--- src/rtl/comm_bit_framer.sv ---
// Bit-level packet framer: hunts for the start byte, forwards length and
// payload bits, then checks the trailing CRC-16 and stop byte.
module comm_bit_framer #(
  parameter logic [7:0] START_BYTE = 8'b10011001,
  parameter logic [7:0] STOP_BYTE  = 8'b11111111,
  parameter int         MAX_BYTES  = 16,
  parameter int         TIMEOUT    = 1000
) (
  input  logic inclk,
  input  logic reset,
  input  logic rx_bit_valid,
  input  logic rx_bit,
  output logic start_byte_detected,
  output logic new_bit_enable,
  output logic new_bit,
  output logic decoding_success,
  output logic end_of_packet,
  output logic crc_error,
  output logic frame_error
);

  localparam int         TW    = $clog2(TIMEOUT + 1);
  localparam logic [7:0] MAX_L = 8'(MAX_BYTES);

  typedef enum logic [2:0] {
    S_HUNT,
    S_LEN,
    S_PAYLOAD,
    S_CRC,
    S_STOP,
    S_DONE
  } state_t;

  state_t        state, state_n;
  logic [15:0]   sr, sr_n;
  logic [15:0]   crc, crc_n;
  logic [7:0]    cnt, cnt_n;
  logic [TW-1:0] tmo, tmo_n;
  logic          crc_ok, crc_ok_n;
  logic          sbd_n, nbe_n, nb_n, ds_n;
  logic          eop_n, ce_n, fe_n;
  logic [15:0]   shifted;
  logic [15:0]   crc_upd;
  logic          in_pkt;
  logic          tmo_hit;
  logic          stop_ok;
  logic          len_bad;

  always_ff @(posedge inclk or posedge reset) begin
    if (reset) begin
      state               <= S_HUNT;
      sr                  <= '0;
      crc                 <= 16'hFFFF;
      cnt                 <= '0;
      tmo                 <= '0;
      crc_ok              <= 1'b0;
      start_byte_detected <= 1'b0;
      new_bit_enable      <= 1'b0;
      new_bit             <= 1'b0;
      decoding_success    <= 1'b0;
      end_of_packet       <= 1'b0;
      crc_error           <= 1'b0;
      frame_error         <= 1'b0;
    end else begin
      state               <= state_n;
      sr                  <= sr_n;
      crc                 <= crc_n;
      cnt                 <= cnt_n;
      tmo                 <= tmo_n;
      crc_ok              <= crc_ok_n;
      start_byte_detected <= sbd_n;
      new_bit_enable      <= nbe_n;
      new_bit             <= nb_n;
      decoding_success    <= ds_n;
      end_of_packet       <= eop_n;
      crc_error           <= ce_n;
      frame_error         <= fe_n;
    end
  end

  always_comb begin
    shifted  = {sr[14:0], rx_bit};
    crc_upd  = {crc[14:0], 1'b0}
             ^ ((crc[15] ^ rx_bit) ? 16'h1021 : 16'h0000);
    in_pkt   = (state == S_LEN) || (state == S_PAYLOAD)
            || (state == S_CRC) || (state == S_STOP);
    tmo_hit  = in_pkt && (tmo == TW'(TIMEOUT - 1));
    stop_ok  = (shifted[7:0] == STOP_BYTE);
    len_bad  = (shifted[7:0] == 8'd0) || (shifted[7:0] > MAX_L);
    state_n  = state;
    sr_n     = sr;
    crc_n    = crc;
    cnt_n    = cnt;
    tmo_n    = tmo;
    crc_ok_n = crc_ok;
    sbd_n    = start_byte_detected;
    nbe_n    = 1'b0;
    nb_n     = new_bit;
    ds_n     = decoding_success;
    eop_n    = 1'b0;
    ce_n     = 1'b0;
    fe_n     = 1'b0;
    if (in_pkt) begin
      tmo_n = rx_bit_valid ? '0 : tmo + 1'b1;
    end
    // A stalled line closes the packet; a bit landing on that edge is lost.
    if (tmo_hit) begin
      state_n = S_DONE;
      eop_n   = 1'b1;
      fe_n    = 1'b1;
      ds_n    = 1'b0;
    end else begin
      unique case (state)
        S_HUNT: begin
          if (rx_bit_valid) begin
            sr_n = shifted;
            if (shifted[7:0] == START_BYTE) begin
              state_n = S_LEN;
              sbd_n   = 1'b1;
              ds_n    = 1'b0;
              crc_n   = 16'hFFFF;
              cnt_n   = '0;
              tmo_n   = '0;
            end
          end
        end
        S_LEN: begin
          if (rx_bit_valid) begin
            sr_n  = shifted;
            nbe_n = 1'b1;
            nb_n  = rx_bit;
            crc_n = crc_upd;
            cnt_n = cnt + 8'd1;
            if (cnt == 8'd7) begin
              unique case (1'b1)
                len_bad: begin
                  state_n = S_DONE;
                  eop_n   = 1'b1;
                  fe_n    = 1'b1;
                end
                default: begin
                  state_n = S_PAYLOAD;
                  cnt_n   = {shifted[4:0], 3'b000};
                end
              endcase
            end
          end
        end
        S_PAYLOAD: begin
          if (rx_bit_valid) begin
            sr_n  = shifted;
            nbe_n = 1'b1;
            nb_n  = rx_bit;
            crc_n = crc_upd;
            cnt_n = cnt - 8'd1;
            if (cnt == 8'd1) begin
              state_n = S_CRC;
              cnt_n   = '0;
            end
          end
        end
        S_CRC: begin
          if (rx_bit_valid) begin
            sr_n  = shifted;
            cnt_n = cnt + 8'd1;
            if (cnt == 8'd15) begin
              crc_ok_n = (shifted == crc);
              state_n  = S_STOP;
              cnt_n    = '0;
            end
          end
        end
        S_STOP: begin
          if (rx_bit_valid) begin
            sr_n  = shifted;
            cnt_n = cnt + 8'd1;
            if (cnt == 8'd7) begin
              state_n = S_DONE;
              eop_n   = 1'b1;
              ds_n    = crc_ok && stop_ok;
              ce_n    = !crc_ok;
              fe_n    = !stop_ok;
            end
          end
        end
        S_DONE: begin
          state_n = S_HUNT;
          sbd_n   = 1'b0;
          sr_n    = '0;
          cnt_n   = '0;
          tmo_n   = '0;
        end
        default: state_n = S_HUNT;
      endcase
    end
  end

endmodule
--- config.mk ---
export PLATFORM = sky130hd
export DESIGN_NAME = comm_bit_framer
export DESIGN_NICKNAME = d
export VERILOG_FILES = /design/src/rtl/comm_bit_framer.sv
export SDC_FILE = /design/constraint.sdc
export NUM_CORES = 1
export LEC_CHECK = 0
export BUFFER_PORTS_ARGS = -buffer_cell sky130_fd_sc_hd__buf_4
export CAP_MARGIN = 0
export CORE_ASPECT_RATIO = 1.25
export CORE_MARGIN = 2
export CORE_UTILIZATION = 57
export CTS_CLUSTER_DIAMETER = 60
export CTS_CLUSTER_SIZE = 8
export DETAILED_ROUTE_END_ITERATION = 8
export GPL_ROUTABILITY_DRIVEN = 0
export PLACE_DENSITY = 0.74
export SETUP_SLACK_MARGIN = 0.2
export SYNTH_ARGS = -nofsm -noshare
export SYNTH_HDL_FRONTEND = slang
export SYNTH_SLANG_ARGS = --single-unit
export TNS_END_PERCENT = 5
--- constraint.sdc ---
create_clock -name inclk -period 3.2 [get_ports inclk]
set_input_delay 0 -clock inclk [delete_from_list [all_inputs] [get_ports inclk]]
set_output_delay 0 -clock inclk [all_outputs]
set_load 0.02 [all_outputs]
==> flow_summary_export.csv, run 1 <==
group,metric,value,unit
outcome,status,"finished clean",
critical_path,timing.rr.start,"state[1]",
floorplan,start_util,59.09,%
sta,timing.final.crit_share,77.56,%
finish,layout_common_cells,"54 x nand2_1, 44 x dfrtp_1, 36 x nor2_1",
global_route,grtUsageTotal,25.79,%
floorplan,io_pins,11,
logic_synthesis,yosysTopAreaCellShare,30.22,%
global_route,grt_max_degree,48,
critical_path,crit_path_start_kind,"register",
critical_path,max_stage_delay,0.59,ns
global_route,grt_pass1_wl,13450,µm
sta,fin_crit,2.482,ns
critical_path,cp.arrival,2.72,ns
flow_run,drv_cap,0,
clock_network,cts.sinks,60,
sta,fmax,0.4029,GHz
place,dpl.hpwl,5713,µm
sta,fin_hold_ws,0.06046,ns
logic_synthesis,synthCells,401,
critical_path,cp_max_fo,19,
logic_synthesis,synth_area_leaders,"dfrtp_1 30%, dfstp_2 12%, nand2_1 5.6%",
sta,fin_ws,0.7182,ns
critical_path,cp_num_cells,5,
finish,multi_input_area,1908,µm²
logic_synthesis,syn-num-nets,409,
clock_network,cts_root_buf,"clkbuf_8",
detailed_routing,drt_iter0_drc,242,
place,numPortBuffers,10,
sta,drv_slew,0,
logic_synthesis,synth_seq_cells,60,
sta,setup-tns-final,0,ns
logic_synthesis,yosys.area.top_type,"dfrtp_1",
detailed_routing,ant_nets,0,
sta,setup-violations-final,0,
logic_synthesis,synth_flop_cell,"dfrtp_1",
critical_path,cp_slowest_cell,"dfrtp_1",
critical_path,critical_path_class,"register to register",
critical_path,crit_family,"compound AO/OA/AOI/OAI gates",
clock_network,cts_setup_buffers,0,
detailed_routing,drt_pre_antenna_iters,4,
clock_network,clk_latency,0.35,ns
critical_path,critPathLaunch,"state[1]",
detailed_routing,vias,2873,
global_route,grt.busiest_layer,"met2",
clock_network,numCtsBuffers,9,
hold_path,hp-class,"primary input to register",
logic_synthesis,synth_edf_count,0,
sta,finalHoldViolCount,0,
clock_network,cts.path.max_buffers,2,
critical_path,timing.rr.end,"cnt[4]",
floorplan,die_h,93.39,µm
detailed_routing,via_per_inst,5.816,
finish,final_nets,412,
logic_synthesis,synth_seq_area_share,41.76,%
critical_path,crit_path_end_kind,"register",
detailed_routing,remaining_drc_errors,0,
logic_synthesis,syn-cell-area,3643,µm²
sta,slew_headroom,35.22,%
floorplan,dieArea,7052,µm²
global_route,use_met1,32.09,%
sta,tightest_slew,0.9716,ns
global_route,antenna_found_initial,0,
clock_network,cts_tree,"built",
pwr,p_leak,1.687,nW
clock_network,cts_max_level,3,
critical_path,worst-r2r-setup-slack,0.72,ns
global_route,use_met3,5.603,%
logic_synthesis,synthArstFlopShare,100.0,%
finish,fillers,562,
finish,final_common_cell,"nand2_1",
critical_path,worstPathCellList,"o21ai_0 -> nand4_2 -> o211ai_1 -> o21ba_2 -> a211o_1",
logic_synthesis,yosys_warnings,0,
finish,ff_latch_area,1521,µm²
place,place_ws,0.7441,ns
critical_path,required,3.43,ns
critical_path,r2r_cells,5,
detailed_routing,wl_per_cell,16.47,µm
floorplan,die-width,75.51,µm
logic_synthesis,synth.avg_cell_area,9.086,µm²
detailed_routing,drt_wl_total,8136,µm
floorplan,placement_rows,32,
sta,rsz0062_at_grt,"false",
clock_network,clk_pin_slew_worst_paths,0.07,ns
global_route,overflow,0,
floorplan,core_area,6166,µm²
critical_path,endpoint,"cnt[4]",
global_route,grtUsageMet2,41.52,%
finish,diodes,0,
logic_synthesis,synth.distinct_cells,66,
critical_path,crit_buf_inv,0,
finish,synthToLayoutAreaGrowth,8.104,%
pwr,ir_drop,0.4800,mV
pwr,p_per_area,801.3,nW/µm²
global_route,grt_pass1_vias,2734,
sta,skew,0.006167,ns
finish,final_layout_size_suffix_gt1_share,17.36,%
==> power by group <==
| group | total, mW | internal [mW] | leakage, nW | switching [mW] |
|---|---|---|---|---|
| combinational | 1.26 | 0.562 | 0.840 | 0.697 |
| clock | 0.597 | 0.296 | 0.0889 | 0.301 |
| sequential | 1.30 | 1.01 | 0.758 | 0.292 |
| total | 3.16 | 1.87 | 1.69 | 1.29 |
==> final cells by class <==
| cell class | count | share of cell area (%) |
|---|---|---|
| clock inverter | 5 | 0.6989 |
| clock buffer | 11 | 3.590 |
| tap | 85 | 2.700 |
| multi-input combinational | 292 | 48.44 |
| inverter | 21 | 2.001 |
| timing repair buffer | 20 | 3.939 |
| sequential | 60 | 38.63 |
==> cells in the mapped netlist (all sizes together), types with 6 or more instances <==
cell type / number
xnor2: 20
nor2: 36
nand2: 54
xor2: 6
inv: 21
o21ai: 32
clkbuf: 23
or3: 6
nand4: 11
nand3: 8
dfstp: 16
a21oi: 10
dfrtp: 44
nor4: 8
mux2i: 19
==> registers in the layout (all words and copies together) (netlist names), 3 cells and up <==
register,cells
tmo,10
state,3
crc,16
cnt,8
sr,15
==> metrics by stage <==
stage	power [mW]	util, %	instance area (µm²)	instances
after floorplan	2.241	-	3643	401
after global routing	3.383	63.88	3939	494
after CTS	3.173	63.88	3939	494
after global placement	2.517	60.82	3750	476
final	3.156	63.88	3939	494
after detailed placement	2.560	60.82	3750	476
==> cell families (layout without fill, tap and decap cells) <==
| logic type | after synthesis | after routing | synth area share [%] |
|---|---|---|---|
| muxes | 23 | 23 | 6.662 |
| and+or+nand+nor | 156 | 156 | 21.88 |
| AOI/OAI and AO/OA | 83 | 83 | 16.21 |
| DFF | 60 | 60 | 41.76 |
| xor gates and xnor gates | 26 | 26 | 6.250 |
| adders and majority gates | 4 | 4 | 1.374 |
| buffers and inverters | 49 | 57 | 5.872 |
==> tightest hold or removal path, cell delays in order <==
cell      delay (ns)
buf_4           0.16
nand3b_1        0.11
o21ai_0         0.09
==> worst min path at each step <==
stage | start | to | slack (ns) | cells after the start
after floorplan | rx_bit_valid | crc_error | 0.18 | 2
after global placement | reset | sr[8] | 0.27 | 2
after detailed placement | reset | sr[9] | 0.28 | 2
after CTS | rx_bit_valid | frame_error | 0.05 | 3
after global routing | rx_bit_valid | end_of_packet | 0.09 | 3
final | rx_bit_valid | frame_error | 0.06 | 3
==> repair_timing <==
| action | 4_1_cts | 5_1_grt |
|---|---|---|
| hold endpoints to repair | 32 | 0 |
| hold buffers | 2 | 0 |
| resized for setup | 0 | 0 |
| setup endpoints to repair | 0 | 0 |
==> metal layers <==
layer	vias up	wire [µm]	part of all wire (%)
li1	1410	-	-
met1	1384	3474	43
met2	60	4063	50
met3	19	298	3.7
met4	0	299	3.7
met5	-	0	0
No activity file was read; power rests on OpenSTA's default activity.
==> run 2: changes to the inputs <==
--- a/config.mk
+++ b/config.mk
@@ -5,6 +5,7 @@
 export SDC_FILE = /design/constraint.sdc
 export NUM_CORES = 1
 export LEC_CHECK = 0
+export ABC_AREA = 1
 export BUFFER_PORTS_ARGS = -buffer_cell sky130_fd_sc_hd__buf_4
 export CAP_MARGIN = 0
 export CORE_ASPECT_RATIO = 1.25
==> constraint.sdc (replaced) <==
create_clock -name inclk -period 2.6 [get_ports inclk]
set_input_delay 0 -clock inclk [delete_from_list [all_inputs] [get_ports inclk]]
set_output_delay 0 -clock inclk [all_outputs]
set_load 0.02 [all_outputs]
==> run 2 against run 1 <==
Non-clock buffer count fell by 5. Flip-flop and latch count did not move. Maximum frequency rose by 22%. Register-to-register slack got worse by 0.15 ns. Clock power rose by 45%. Synthesized cell count rose by 19%. Hold slack improved by 0.0047 ns. Die area fell by 2.0%. Global-route usage fell by 1.5 points. Via count rose by 6.1%. Critical path depth rose by 4. Setup slack got worse by 0.15 ns. Critical path type unchanged.
==> flow_summary_export.csv, run 2 <==
group,metric,value,unit
outcome,status,"finished clean",
place,dpl.hpwl,5406,µm
finish,max_flop_register,"crc",
critical_path,critical_path_class,"register to register",
detailed_routing,ant_nets,0,
clock_network,cts_setup_buffers,0,
logic_synthesis,synth.avg_cell_area,7.465,µm²
logic_synthesis,synth.distinct_cells,31,
finish,synthToLayoutAreaGrowth,9.712,%
finish,fin_area,3915,µm²
clock_network,ctsHoldBuffers,2,
sta,rsz0062_at_grt,"false",
logic_synthesis,synth_seq_cells,60,
sta,timing.final.crit_share,78.27,%
logic_synthesis,syn-cell-area,3568,µm²
sta,fmax,0.4914,GHz
pwr,power_switching,2.102,mW
logic_synthesis,synth_flop_cell,"dfrtp_1",
logic_synthesis,synthArstFlopShare,100.0,%
critical_path,cp.arrival,2.25,ns
clock_network,cts_max_level,3,
clock_network,cts_root_buf,"clkbuf_8",
detailed_routing,vias,3047,
floorplan,die_h,92.46,µm
sta,finalHoldViolCount,0,
critical_path,cp_slowest_cell,"dfrtp_1",
critical_path,cpMostUsedCell,"nand3_1",
finish,largest_reg_flops,16,
logic_synthesis,synthCells,478,
logic_synthesis,synth_edf_count,0,
place,postPlaceCellArea,3692,µm²
detailed_routing,top_layer,"met4",
logic_synthesis,synth.most_common_cell,"nand2_1",
critical_path,crit_path_start_kind,"register",
finish,diodes,0,
pwr,total_power,4.738,mW
floorplan,placement_rows,32,
global_route,antenna_found_initial,0,
detailed_routing,drt_wl_total,7520,µm
critical_path,crit_buf_inv,1,
pwr,ir_drop,0.7052,mV
global_route,grt_max_degree,33,
critical_path,crit_family,"simple AND/OR/NAND/NOR gates",
flow_run,drv_cap,0,
sta,fin_crit,2.035,ns
clock_network,clk_latency,0.34,ns
global_route,grtUsageTotal,24.31,%
pwr,pwr-share-clk,18.2,%
detailed_routing,drt_pre_antenna_iters,7,
place,placed_cells,562,
finish,layout_common_cells,"100 x nand2_1, 78 x nor2_1, 56 x inv_1",
pwr,p_per_area,1210,nW/µm²
detailed_routing,remaining_drc_errors,0,
clock_network,clk_pin_slew_worst_paths,0.07,ns
pwr,pwr-share-seq,37.1,%
critical_path,required,2.82,ns
logic_synthesis,synth_seq_area_share,42.64,%
floorplan,io_pins,11,
clock_network,cts.sinks,60,
critical_path,worstPathCellList,"nor2_1 -> nand2_2 -> nand2_1 -> nand3_1 -> nor2_4 -> a21oi_2 -> buf_4 -> nand3_1 -> o21ai_0",
pwr,p_leak,1.890,nW
sta,skew,0.008526,ns
hold_path,hp-class,"primary input to register",
detailed_routing,drt_iter0_drc,124,
finish,stdcell_count,580,
logic_synthesis,synth_common_cells,"100 x nand2_1, 78 x nor2_1, 57 x inv_1",
sta,drv_slew,0,
global_route,grt_pass1_wl,12950,µm
finish,final_nets,498,
global_route,grt_pass1_vias,3027,
sta,setup-violations-final,0,
critical_path,cp_max_fo,30,
logic_synthesis,yosysTopAreaCellShare,30.86,%
logic_synthesis,yosys_warnings,0,
global_route,overflow,0,
floorplan,core_area,6126,µm²
place,numPortBuffers,10,
detailed_routing,wl_met2,3607,µm
detailed_routing,wl_met3,264,µm
pwr,p_int,2.636,mW
floorplan,dieArea,6913,µm²
clock_network,numCtsBuffers,9,
clock_network,cts_tree,"built",
sta,setup-tns-final,0,ns
sta,slew_headroom,64.72,%
detailed_routing,wl_met1,3346,µm
detailed_routing,via_per_inst,5.253,
sta,tightest_slew,0.5251,ns
pwr,swShare,44.37,%
finish,final_common_cell,"nand2_1",
logic_synthesis,yosys.area.top_type,"dfrtp_1",
finish,reg_top3,"crc: 16 flops, sr: 15 flops, tmo: 10 flops",
finish,final_layout_size_suffix_gt1_share,12.32,%
logic_synthesis,synth_area_leaders,"dfrtp_1 31%, dfstp_2 12%, nand2_1 11%",
critical_path,max_stage_delay,0.43,ns
floorplan,start_util,58.25,%
clock_network,cts_resized,0,
clock_network,cts.path.max_buffers,2,
detailed_routing,wl_per_cell,12.97,µm
critical_path,crit_path_end_kind,"register",
floorplan,die-width,74.77,µm
logic_synthesis,syn-num-nets,486,
pwr,comb_power_share,44.7,%
run 2: path summary, 6_finish.rpt:
check / startpoint / endpoint / slack [ns] / cells after the start
max: state[0] / sr[4] / 0.56 / 9
min: rx_bit_valid / crc_ok / 0.07 / 3
max reg2reg: state[0] / sr[4] / 0.56 / 9
min reg2reg: crc_ok / crc_error / 0.49 / 1
max in group asynchronous: reset / crc[7] / 1.68 / 4
min in group asynchronous: reset / tmo[2] / 0.21 / 3
run 2: final cells by class:
class	instances	area, µm²
Clock buffer	12	155.1
Clock inverter	4	47.55
Fill cell	572	2211
Inverter	59	221.5
Timing Repair Buffer	15	117.6
Tap cell	85	106.4
Multi-Input combinational cell	345	1745
Sequential cell	60	1521
run 2: power groups by stage:
stage	combinational [mW]	sequential [mW]	clock [mW]
6_report	2.12	1.76	0.863
5_1_grt	2.42	1.81	0.916
4_1_cts	2.12	1.76	0.874
3_5_place_dp	2.10	1.77	0
3_3_place_gp	2.05	1.76	0
2_1_floorplan	1.77	1.68	0
run 2: worst min-delay path, cell delays in order:
cell and delay (ns):
buf_4 0.15, nand4_1 0.11, o21ai_0 0.09
run 2: cells by family after synthesis:
family | count (synthesis) | synth area share, %
AND/OR/NAND/NOR | 255 | 32.26
buffers and inverters | 73 | 8.450
flip-flops | 60 | 42.64
AO/OA/AOI/OAI | 58 | 8.380
XOR/XNOR | 28 | 6.872
adder cells (fa/ha/maj) | 4 | 1.403
run 2: layer usage:
layer | vias to the layer above | global-route usage (%)
met4 | 0 | 13.39
met1 | 1403 | 29.33
met3 | 30 | 5.114
li1 | 1550 | -
met2 | 64 | 39.60
met5 | - | 0
run 2: per-stage QoR:
step                setup slack (ns)  util, %  hold WS, ns
finish                        0.5649    63.91      0.06519
global route                  0.3638    63.91      0.08496
CTS                           0.5600    63.91      0.04844
detailed placement            0.6055    60.27      0.02322
global placement              0.6766    60.27      0.01741
floorplan                      1.040        -       0.3073
